## src/rtl/blk_ram_arb2.sv

```systemverilog
// blk_ram_arb2: two-requester round-robin arbiter/sequencer for one single-port
// block RAM with a registered output (two-stage read: ena latch, then regcea).
// Read data returns to the issuing requester, tagged, two cycles after grant.
//
// Ports
//   clka, rsta                        clock, synchronous active-high reset
//   reqN_valid/we/addr/wdata (in)     requester N command (N = 0, 1)
//   reqN_ready (out)                  requester N command accepted this cycle
//   rsp_valid/rsp_id/rsp_data (out)   read response, originating id, data
//   ram_ena/regcea/wea/addra/dina     RAM drive
//   ram_douta (in)                    RAM registered read data
module blk_ram_arb2 #(
    parameter int unsigned AddrWidth = 12,
    parameter int unsigned DataWidth = 9
) (
    input  logic                 clka,
    input  logic                 rsta,
    input  logic                 req0_valid,
    output logic                 req0_ready,
    input  logic                 req0_we,
    input  logic [AddrWidth-1:0] req0_addr,
    input  logic [DataWidth-1:0] req0_wdata,
    input  logic                 req1_valid,
    output logic                 req1_ready,
    input  logic                 req1_we,
    input  logic [AddrWidth-1:0] req1_addr,
    input  logic [DataWidth-1:0] req1_wdata,
    output logic                 rsp_valid,
    output logic                 rsp_id,
    output logic [DataWidth-1:0] rsp_data,
    output logic                 ram_ena,
    output logic                 ram_regcea,
    output logic                 ram_wea,
    output logic [AddrWidth-1:0] ram_addra,
    output logic [DataWidth-1:0] ram_dina,
    input  logic [DataWidth-1:0] ram_douta
);

    logic                 r_rr_ptr;
    logic                 r_s1_valid;
    logic                 r_s1_id;
    logic                 r_s2_valid;
    logic                 r_s2_id;

    logic                 w_both;
    logic                 w_gnt_any;
    logic                 w_gnt_id;
    logic                 w_gnt_we;
    logic [AddrWidth-1:0] w_gnt_addr;
    logic [DataWidth-1:0] w_gnt_wdata;

    // Grant selection; nothing is granted while reset is held.
    always_comb begin
        w_both      = req0_valid & req1_valid;
        w_gnt_any   = ~rsta & (req0_valid | req1_valid);
        w_gnt_id    = w_both ? r_rr_ptr : req1_valid;
        w_gnt_we    = w_gnt_id ? req1_we : req0_we;
        w_gnt_addr  = w_gnt_id ? req1_addr : req0_addr;
        w_gnt_wdata = w_gnt_id ? req1_wdata : req0_wdata;
    end

    // Handshake and RAM drive; fields are forced to zero on idle cycles.
    always_comb begin
        req0_ready = w_gnt_any & req0_valid & ~w_gnt_id;
        req1_ready = w_gnt_any & req1_valid & w_gnt_id;
        ram_ena    = w_gnt_any;
        ram_wea    = 1'b0;
        ram_addra  = '0;
        ram_dina   = '0;
        if (w_gnt_any) begin
            ram_wea   = w_gnt_we;
            ram_addra = w_gnt_addr;
            ram_dina  = w_gnt_wdata;
        end
    end

    // Output register loads only for real reads; reset masks stage state
    // that has not yet been cleared by the first reset edge.
    always_comb begin
        ram_regcea = ~rsta & r_s1_valid;
        rsp_valid  = ~rsta & r_s2_valid;
        rsp_id     = ~rsta & r_s2_id;
        rsp_data   = ram_douta;
    end

    // Round-robin pointer and read-tag pipeline.
    always_ff @(posedge clka) begin
        if (rsta) begin
            r_rr_ptr   <= 1'b0;
            r_s1_valid <= 1'b0;
            r_s1_id    <= 1'b0;
            r_s2_valid <= 1'b0;
            r_s2_id    <= 1'b0;
        end else begin
            if (w_both) begin
                r_rr_ptr <= ~w_gnt_id;
            end
            r_s1_valid <= w_gnt_any & ~w_gnt_we;
            r_s1_id    <= w_gnt_any & w_gnt_id;
            r_s2_valid <= r_s1_valid;
            r_s2_id    <= r_s1_id;
        end
    end

endmodule
```

## config.mk

```make
export PLATFORM = sky130hd
export DESIGN_NAME = blk_ram_arb2
export DESIGN_NICKNAME = d
export VERILOG_FILES = /design/src/rtl/blk_ram_arb2.sv
export SDC_FILE = /design/constraint.sdc
export NUM_CORES = 1
export LEC_CHECK = 0
export BUFFER_PORTS_ARGS = -buffer_cell sky130_fd_sc_hd__buf_2
export CAP_MARGIN = 40
export CORE_MARGIN = 5
export CORE_UTILIZATION = 37
export DETAILED_ROUTE_END_ITERATION = 16
export PLACE_DENSITY = 0.81
export RECOVER_POWER = 25
export SLEW_MARGIN = 10
export SYNTH_ARGS = -nofsm -noshare
export SYNTH_HDL_FRONTEND = slang
export SYNTH_SLANG_ARGS = --single-unit
```

## constraint.sdc

```tcl
create_clock -name clka -period 1.2 [get_ports clka]
set_clock_uncertainty 0.1 [all_clocks]
set_input_delay 0 -clock clka [delete_from_list [all_inputs] [get_ports clka]]
set_output_delay 0 -clock clka [all_outputs]
set_load 0.005 [all_outputs]
```

==> qor.yml, run 1 <==
cts_htree_levels: 1
cp.buffers_inverters: 2
met3_usage: 0.03983
end_kind: "output port"
min_period_ps: 1323
die_x_um: 61.62
cp_cell_sequence: "a21bo_4 -> buf_12 -> o32ai_2 -> buf_2"
synth_xor_area_frac: 0
grt-ovfl-total: 0
final.setup.worst_slack_ps: -122.8
n_antenna_cell: 0
yosys-mux-area-fraction: 0
top_usage_layer: "met2"
synth-simple-area-share: 0.3668
reg2reg_slack_ps: 190
cts_tree: "done"
power_density_nw_per_um2: 556.6
numCtsBuffers: 3
fin_util: 0.5967
critPathRequiredTime_ps: 1100
io_pins: 94
fp.dieH_um: 61.62
fillers: 230
timing_worst_setup_path_type: "flop to output port"
io_buffers: 75
slowest_stage: "dfxtp_4"
setup_viol: 24
drc: 0
synth_top_family_by_area: "compound AO/OA/AOI/OAI gates"
synthAdderAreaFrac: 0
synth-compound-area-share: 0.3668
synth_seq_area_share: 0.1015
switching_share: 0.3292
arrival_ps: 1220
initial_core_util: 0.3909
viasPerCell: 4.940
maxClockFrequency_mhz: 756.0
grt.total_usage: 0.1487
cts_root_buffer: "clkbuf_4"
drive_above_1_share: 0.5829
seqPwrFrac: 0.215
cts_num_sinks: 5
ctsLongestPathBuffers: 2
p_sw_uw: 275.8
met2_usage: 0.2765
synth_area_per_cell_um2: 8.803
die_area_um2: 3797
relSlewSlack: 0.5533
power_frac_clock: 0.230
fin_nets: 245
dpl.cell_count: 199
vias: 1072
grt_pass1_vias: 1076
insertion_delay_ps: 240
area_delta_synth_final_pct: 52.66
final_antenna_net_count: 0
core_um2: 2522
synth-seq-cells: 5
grt_pass1_wl_um: 4340
place.gp.congestion: 0.6585
synth_nets: 169
holdWs_ps: 41.87
gr-usage-met1: 0.1658
critPathLaunchType: "flop"
final-hold-violation-count: 0
crit_fanout: 15
drv_slew: 0
violations: "negative setup slack"
rsz0062_at_grt: "true"
drv_cap: 0
synth_cells: 112
ys.warnings.count: 0
drtIter0Drc: 39
irDropWorstVdd_mv: 0.4384
ys_types: 18
total_power_uw: 837.8
totalWireLength_um: 2878
worst_pin_slew_ps: 670.1
p_leak_uw: 0.0006846
min_period_over_period: 1.102
path_clk_slew_ps: 40
fin_cells: 217
combPwrFrac: 0.555
antenna_found_initial: 0
drtPass1Iterations: 4
status: "complete, but fails checks"
grt_max_degree: 57
drt-wirelength-per-cell_um: 13.26
max_stage_delay_ps: 350
rows: 18
hold_path.class: "input port to flop"
cp_top_family: "flip-flops"
p_int_uw: 562.1
netlist_area_um2: 985.9
-- worst paths after layout --
path / startpoint / to / cells past startpoint
hold reg to reg: r_s1_id / r_s2_id / 1
setup reg to reg: r_rr_ptr / r_s1_valid / 3
hold / removal: req1_valid / r_rr_ptr / 3
setup / recovery: r_rr_ptr / ram_dina[4] / 4
-- cells in the mapped netlist --
| master | instances | share of area |
|---|---|---|
| inv_2 | 1 | 0.0038 |
| nand3b_1 | 1 | 0.0076 |
| a21bo_2 | 2 | 0.020 |
| nor2_1 | 3 | 0.011 |
| o32ai_1 | 5 | 0.044 |
| buf_2 | 4 | 0.020 |
| clkbuf_1 | 4 | 0.015 |
| buf_4 | 9 | 0.069 |
| or2_0 | 1 | 0.0063 |
| buf_6 | 5 | 0.057 |
| nor2b_4 | 1 | 0.014 |
| nand2b_1 | 44 | 0.28 |
| o32ai_2 | 18 | 0.30 |
| dfxtp_1 | 5 | 0.10 |
| or2_2 | 1 | 0.0063 |
| a21oi_1 | 1 | 0.0051 |
| nor2b_1 | 5 | 0.032 |
| nor3_1 | 2 | 0.010 |
-- per-layer routing --
metal	wire length (um)	share of wire
met1	1100	0.38
met2	1523	0.53
met3	248	0.086
met4	6	0.0021
met5	0	0
-- flip-flops by register name, summed over array words and instances, names as in the netlist --
name        flops
r_s2_id         1
r_s1_id         1
r_rr_ptr        1
r_s1_valid      1
r_s2_valid      1
-- worst register-to-register path: cells and delay by family, from the launching register on --
kind	cells	cell delay (ps)
AO/OA/AOI/OAI	1	90
AND/OR/NAND/NOR	1	170
flip-flops	1	350
buffers and inverters	1	170
-- through the flow --
step           setup TNS [ps]  setup WS (ps)  cell area [um^2]
2_1_floorplan               0          172.8             985.9
3_3_place_gp                0          104.1              1308
3_5_place_dp                0          66.99              1308
4_1_cts                 -2647         -134.6              1479
5_1_grt                 -3780         -186.9              1505
6_report                -2345         -122.8              1505
-- what timing repair did --
action | CTS | global route
endpoints found under the hold margin | 11 | 0
setup endpoints to repair | 24 | 24
gates resized for setup | 2 | 5
hold buffers | 14 | 0
buffers inserted | 0 | 0
-- cells by family after synthesis --
kind of cell           count (synthesis)
buffers and inverters                 23
and+or+nand+nor                       58
AOI/OAI and AO/OA                     26
DFF                                    5
-- area by class of cell --
cell class / count / area [um^2] / share of cell area
Sequential cell: 5 / 103.9 / 0.06899
Clock buffer: 4 / 26.28 / 0.01746
Tap cell: 30 / 37.54 / 0.02494
Timing Repair Buffer: 93 / 586.8 / 0.3899
Multi-Input combinational cell: 84 / 747.0 / 0.4963
Inverter: 1 / 3.754 / 0.002494
-- placed cells by master, fill, tap and decap left out --
cell / netlist / routed
clkbuf_4: 0 / 3
nor2_1: 3 / 2
or2_0: 1 / 1
dfxtp_4: 0 / 1
dfxtp_1: 5 / 4
nand3b_1: 1 / 1
nor2b_4: 1 / 1
nor3_1: 2 / 2
a21bo_2: 2 / 1
buf_2: 4 / 75
inv_2: 1 / 1
dlygate4sd3_1: 0 / 14
a21bo_4: 0 / 1
o32ai_1: 5 / 3
clkbuf_1: 4 / 1
or2_2: 1 / 1
buf_12: 0 / 3
nand2b_1: 44 / 44
nor2b_1: 5 / 5
buf_6: 5 / 1
a21oi_1: 1 / 1
o32ai_2: 18 / 20
nor2_2: 0 / 1
-- power groups by stage --
stage,sequential [uW],clock [uW],combinational (uW)
after detailed placement,183,0,418
after global routing,181,221,510
after global placement,182,0,413
after floorplan,182,0,280
after CTS,181,205,462
final,180,193,465
(Power assumes the default switching activity.)
==> run 2, diff against run 1 <==
- BUFFER_PORTS_ARGS: -buffer_cell sky130_fd_sc_hd__buf_2 -> -buffer_cell sky130_fd_sc_hd__buf_4
==> run 2 against run 1 <==
The run still ends with negative setup slack left. Wire length increased by 7.3%. Hold slack improved by 12 ps. Count of clock-buffer cells in the layout unchanged.
==> qor.yml, run 2 (same netlist as run 1, synthesis figures left out) <==
status: "complete, but fails checks"  # unchanged
violations: "negative setup slack"  # unchanged
critPathLaunchType: "flop"  # unchanged
core_um2: 2522  # unchanged
final.setup.worst_slack_ps: -132.1  # was -122.8 ps
stdcell_area_um2: 1709  # was 1505 um^2
totalWireLength_um: 3087  # was 2878 um
multiInputGateArea_um2: 764.5  # was 747.0 um^2
worstRegToRegCells: 3  # unchanged
fillers: 196  # was 230
die_x_um: 61.62  # unchanged
cts_root_buffer: "clkbuf_4"  # unchanged
critPathRequiredTime_ps: 1100  # about the same
setup_viol: 24  # unchanged
numCtsBuffers: 3  # unchanged
r2r-end: "r_s1_valid"  # unchanged
whs_endpoint: "r_s1_valid"  # was r_rr_ptr
grt_pass1_vias: 1119  # was 1,076
drv_cap: 0  # unchanged
dpl.cell_count: 200  # was 199
grt-ovfl-total: 0  # unchanged
fin_util: 0.6776  # was 0.5967
fin_cells: 218  # was 217
placement.cell_area_um2: 1478  # was 1308 um^2
relSlewSlack: 0.5823  # was 0.5533
timing.setup.tns_ps: -2621  # was -2345 ps
vias: 1093  # was 1,072
io_pins: 94  # unchanged
area_delta_synth_final_pct: 73.35  # was 52.66%
io_buffers: 75  # unchanged
slowest_stage: "dfxtp_4"  # unchanged
power_frac_clock: 0.213  # was 0.230
end_kind: "output port"  # unchanged
final_common_cell: "buf_4"  # was buf_2
die_area_um2: 3797  # unchanged
arrival_ps: 1230  # was 1220 ps
combPwrFrac: 0.594  # was 0.555
switching_share: 0.3164  # was 0.3292
cp.buffers_inverters: 2  # unchanged
n_antenna_cell: 0  # unchanged
timing_worst_setup_path_type: "flop to output port"  # unchanged
p_leak_uw: 0.0007388  # was 0.0006846 uW
viasPerCell: 5.014  # was 4.940
rows: 18  # unchanged
final_antenna_net_count: 0  # unchanged
maxClockFrequency_mhz: 750.7  # was 756.0 MHz
drv_slew: 0  # unchanged
reg2reg_slack_ps: 170  # was 190 ps
rsz0062_at_grt: "true"  # unchanged
min_path_cells: 3  # unchanged
max_stage_delay_ps: 350  # about the same
crit_fanout: 9  # was 15
place.gp.congestion: 0.6916  # was 0.6585
p_int_uw: 635.8  # was 562.1 uW
final_cell_mix: "76 x buf_4, 44 x nand2b_1, 22 x o32ai_2, 13 x dlygate4sd3_1, 5 x nor2b_1"  # was 75 x buf_2, 44 x nand2b_1, 20 x o32ai_2, 14 x dlygate4sd3_1, 5 x nor2b_1
cts_htree_levels: 1  # unchanged
fin_nets: 246  # was 245
drt-wirelength-per-cell_um: 14.16  # was 13.26 um
antenna_found_initial: 0  # unchanged
grt_max_degree: 57  # unchanged
fp.dieH_um: 61.62  # unchanged
cts_tree: "done"  # unchanged
cp_cell_sequence: "a21bo_4 -> buf_8 -> o32ai_2 -> buf_4"  # was a21bo_4 -> buf_12 -> o32ai_2 -> buf_2
irDropWorstVdd_mv: 0.4156  # was 0.4384 mV
r2r-start: "r_rr_ptr"  # unchanged
initial_core_util: 0.3909  # unchanged
cp_top_family: "flip-flops"  # unchanged
final-hold-violation-count: 0  # unchanged
min_period_ps: 1332  # was 1323 ps
seqPwrFrac: 0.193  # was 0.215
path_clk_slew_ps: 50  # was 40 ps
hold_path.class: "input port to flop"  # unchanged
dp_hpwl_um: 2196
ctsLongestPathBuffers: 2  # unchanged
min_period_over_period: 1.110  # was 1.102
grt.total_usage: 0.1648  # was 0.1487
p_sw_uw: 294.3  # was 275.8 uW
drc: 0  # unchanged
grt_pass1_wl_um: 4899  # was 4340 um
drtIter0Drc: 39  # unchanged
seqCellArea_um2: 103.9  # unchanged
hold_start: "req1_valid"  # unchanged
insertion_delay_ps: 250  # was 240 ps
power_density_nw_per_um2: 544.2  # was 556.6 nW/um^2
worst_pin_slew_ps: 625.6  # was 670.1 ps
drtPass1Iterations: 4  # unchanged
cts_num_sinks: 5  # unchanged
drive_above_1_share: 0.6011  # was 0.5829
-- run 2: changes by cell type in the layout (fill, tap and decap cells not counted), sizes merged --
cell         delta
dlygate4sd3     -1
buf             +2
-- run 2: worst register-to-register path: cells and delay by family, from the launching register on --
family | cells | cell delay [ps]
AOI/OAI and AO/OA | 1 | 100
buffers and inverters | 1 | 180
DFF | 1 | 350
and+or+nand+nor | 1 | 170
-- run 2: worst max-delay path by stage --
stage | cells past startpoint | end | slack (ps) | start
finish | 4 | ram_addra[10] | -130 | r_rr_ptr
global route | 4 | ram_addra[10] | -190 | r_rr_ptr
CTS | 4 | ram_addra[10] | -150 | r_rr_ptr
detailed placement | 4 | ram_addra[10] | 30 | r_rr_ptr
global placement | 4 | ram_addra[3] | 70 | r_rr_ptr
floorplan | 4 | ram_addra[0] | 170 | r_rr_ptr
-- run 2: power by group through the flow --
stage	clock [uW]	sequential, uW	combinational [uW]
2_1_floorplan	0	182	280
3_3_place_gp	0	182	473
5_1_grt	213	180	595
6_report	198	180	552
4_1_cts	200	180	546
3_5_place_dp	0	183	485
-- run 2: cell type report --
type                            count  share of cell area
Timing Repair Buffer               94              0.4524
Tap cell                           30             0.02196
Multi-Input combinational cell     84              0.4473
Sequential cell                     5             0.06076
Clock buffer                        4             0.01537
Inverter                            1            0.002196
-- run 2: stage by stage --
step / hold slack, ps / power [uW] / setup slack, ps
final: 53.67 / 930.1 / -132.1
after global routing: 80.48 / 988.0 / -194.8
after detailed placement: -99.97 / 667.8 / 26.83
after floorplan: -19.18 / 461.3 / 172.8
after CTS: 51.04 / 926.0 / -148.4
after global placement: -99.97 / 655.1 / 71.79
-- run 2: per-layer routing --
| metal | global-route usage | share of wire |
|---|---|---|
| met1 | 0.1807 | 0.36 |
| met2 | 0.3109 | 0.54 |
| met3 | 0.04822 | 0.086 |
| met4 | 0.03333 | 0.0062 |
| met5 | 0 | 0 |
-- run 2: what timing repair did --
| item | 4_1_cts | 5_1_grt |
|---|---|---|
| hold buffers | 13 | 0 |
| setup buffers | 1 | 0 |
| gates resized for setup | 10 | 4 |
| endpoints found under the hold margin | 11 | 0 |
| pin swaps | 1 | 1 |
| cloned | 0 | 0 |
| setup endpoints to repair | 24 | 24 |
==> run 3, diff against run 2 <==
- CORE_UTILIZATION: 37 -> 40
- PLACE_DENSITY: 0.81 -> 0.87
- clock period: 1.2 -> 1.6 ns (I/O delays scaled with it)
==> run 3 against run 2 <==
The flow now finishes without violations. Non-clock buffer count is 1 lower. Design area decreased by 2.9%. Count of clock-buffer cells in the layout unchanged. Total power shrank 28%. Die area down 6.3%. Clock power is 28% lower. Critical path type is now input port to output port.
==> qor.yml, run 3 (same netlist as run 1, synthesis figures left out) <==
drv_slew: 0  # unchanged
ctsLongestPathBuffers: 2  # unchanged
r2r-start: "r_rr_ptr"  # unchanged
drtPass1Iterations: 4  # unchanged
grt_pass1_vias: 1186  # was 1,119
area_delta_synth_final_pct: 68.40  # was 73.35%
critPathLaunchType: "input port"  # was flop
io_buffers: 75  # unchanged
setup_viol: 0  # was 24
arrival_ps: 1410  # was 1230 ps
drt-wirelength-per-cell_um: 14.50  # was 14.16 um
min_period_over_period: 0.9437
hold_start: "rsta"  # was req1_valid
drc: 0  # unchanged
cp_cell_sequence: "dlygate4sd3_1 -> buf_4 -> nor2b_4 -> buf_6 -> o32ai_2 -> buf_4"  # was a21bo_4 -> buf_8 -> o32ai_2 -> buf_4
totalWireLength_um: 3147  # was 3087 um
antenna_found_initial: 0  # unchanged
grt.total_usage: 0.1740  # was 0.1648
grt_max_degree: 57  # unchanged
relSlewSlack: 0.7493  # was 0.5823
drtIter0Drc: 37  # was 39
fin_util: 0.6890  # was 0.6776
grt_pass1_wl_um: 4830  # was 4899 um
place.gp.congestion: 0.8011  # was 0.6916
final_common_cell: "buf_4"  # unchanged
cts_num_sinks: 5  # unchanged
total_power_uw: 672.1  # was 930.1 uW
cts_tree: "done"  # unchanged
cts_htree_levels: 1  # unchanged
n_antenna_cell: 0  # unchanged
slowest_stage: "dlygate4sd3_1"  # was dfxtp_4
core_um2: 2410  # was 2522 um^2
timing.setup.tns_ps: 0  # was -2621 ps
crit_path_frequent_cell: "buf_4"
critPathRequiredTime_ps: 1500  # was 1100 ps
cts_root_buffer: "clkbuf_4"  # unchanged
end_kind: "output port"  # unchanged
crit_fanout: 15  # was 9
status: "completed"  # was complete, but fails checks
fin_nets: 245  # was 246
max_stage_delay_ps: 540  # was 350 ps
maxClockFrequency_mhz: 662.3
numCtsBuffers: 3  # unchanged
grt-ovfl-total: 0  # unchanged
final_cell_mix: "78 x buf_4, 44 x nand2b_1, 22 x o32ai_2, 14 x dlygate4sd3_1"  # was 76 x buf_4, 44 x nand2b_1, 22 x o32ai_2, 13 x dlygate4sd3_1, 5 x nor2b_1
final-hold-violation-count: 0  # unchanged
fillers: 198  # was 196
vias: 1110  # was 1,093
postCtsSetupBuffers: 0  # was 1
path_clk_slew_ps: 40  # was 50 ps
final_antenna_net_count: 0  # unchanged
power_density_nw_per_um2: 404.8  # was 544.2 nW/um^2
cp-startpoint: "req0_valid"  # was r_rr_ptr
p_leak_uw: 0.0007175  # was 0.0007388 uW
rows: 18  # unchanged
io_pins: 94  # unchanged
drive_above_1_share: 0.5829  # was 0.6011
initial_core_util: 0.4091  # was 0.3909
drv_cap: 0  # unchanged
min_period_ps: 1510
holdWs_ps: 75.31  # was 53.67 ps
worst_pin_slew_ps: 376.1  # was 625.6 ps
irDropWorstVdd_mv: 0.3014  # was 0.4156 mV
dp_hpwl_um: 2286  # was 2196 um
insertion_delay_ps: 230  # was 250 ps
timing_worst_setup_path_type: "input port to output port"  # was flop to output port
die_area_um2: 3558  # was 3797 um^2
viasPerCell: 5.115  # was 5.014
rsz0062_at_grt: "false"  # was true
fp.dieH_um: 59.65  # was 61.62 um
hold_path.class: "input port to flop"  # unchanged
die_x_um: 59.65  # was 61.62 um
run 3: path summary, 6_finish.rpt:
kind         slack (ps)  cells after the start  endpoint
max                  90                      6   ram_wea
max reg2reg         250                      3  r_rr_ptr
min reg2reg         330                      1   r_s2_id
min                  80                      2   r_s2_id
run 3: critical path: cells and delay by family:
family	cells	cell delay [ps]
buf+inv	4	1000
simple gates	1	130
compound gates	1	270
run 3: where the power goes:
| group | total, uW | switching [uW] | leakage [uW] | internal, uW |
|---|---|---|---|---|
| clock network | 142 | 48.0 | 0.0000150 | 94.0 |
| logic | 395 | 159 | 0.000661 | 237 |
| registers | 135 | 3.06 | 0.0000411 | 132 |
run 3: what timing repair did:
action                                 CTS  global route
endpoints found under the hold margin   11             0
hold buffers                            14             0
resized for setup                        0             7
setup endpoints to repair                0            22
run 3: layout make-up:
class                           count  area (um^2)  share of cell area
Inverter                            1        6.256            0.003768
Sequential cell                     5        100.1             0.06029
Timing Repair Buffer               93        737.0              0.4439
Multi-Input combinational cell     84        753.2              0.4537
Tap cell                           30        37.54             0.02261
Clock buffer                        4        26.28             0.01583
run 3: through the flow:
step,setup slack [ps],instances,instance area [um^2]
5_1_grt,41.37,217,1660
3_5_place_dp,418.5,199,1458
2_1_floorplan,572.8,112,985.9
6_report,90.04,217,1660
4_1_cts,15.12,217,1624
3_3_place_gp,449.3,199,1458
run 3: per-layer routing:
metal | routed length, um | track usage | vias up
li1 | - | - | 539
met4 | 0 | 0.02848 | 0
met5 | 0 | 0 | -
met2 | 1818 | 0.3565 | 49
met1 | 1143 | 0.1813 | 522
met3 | 185 | 0.02832 | 0
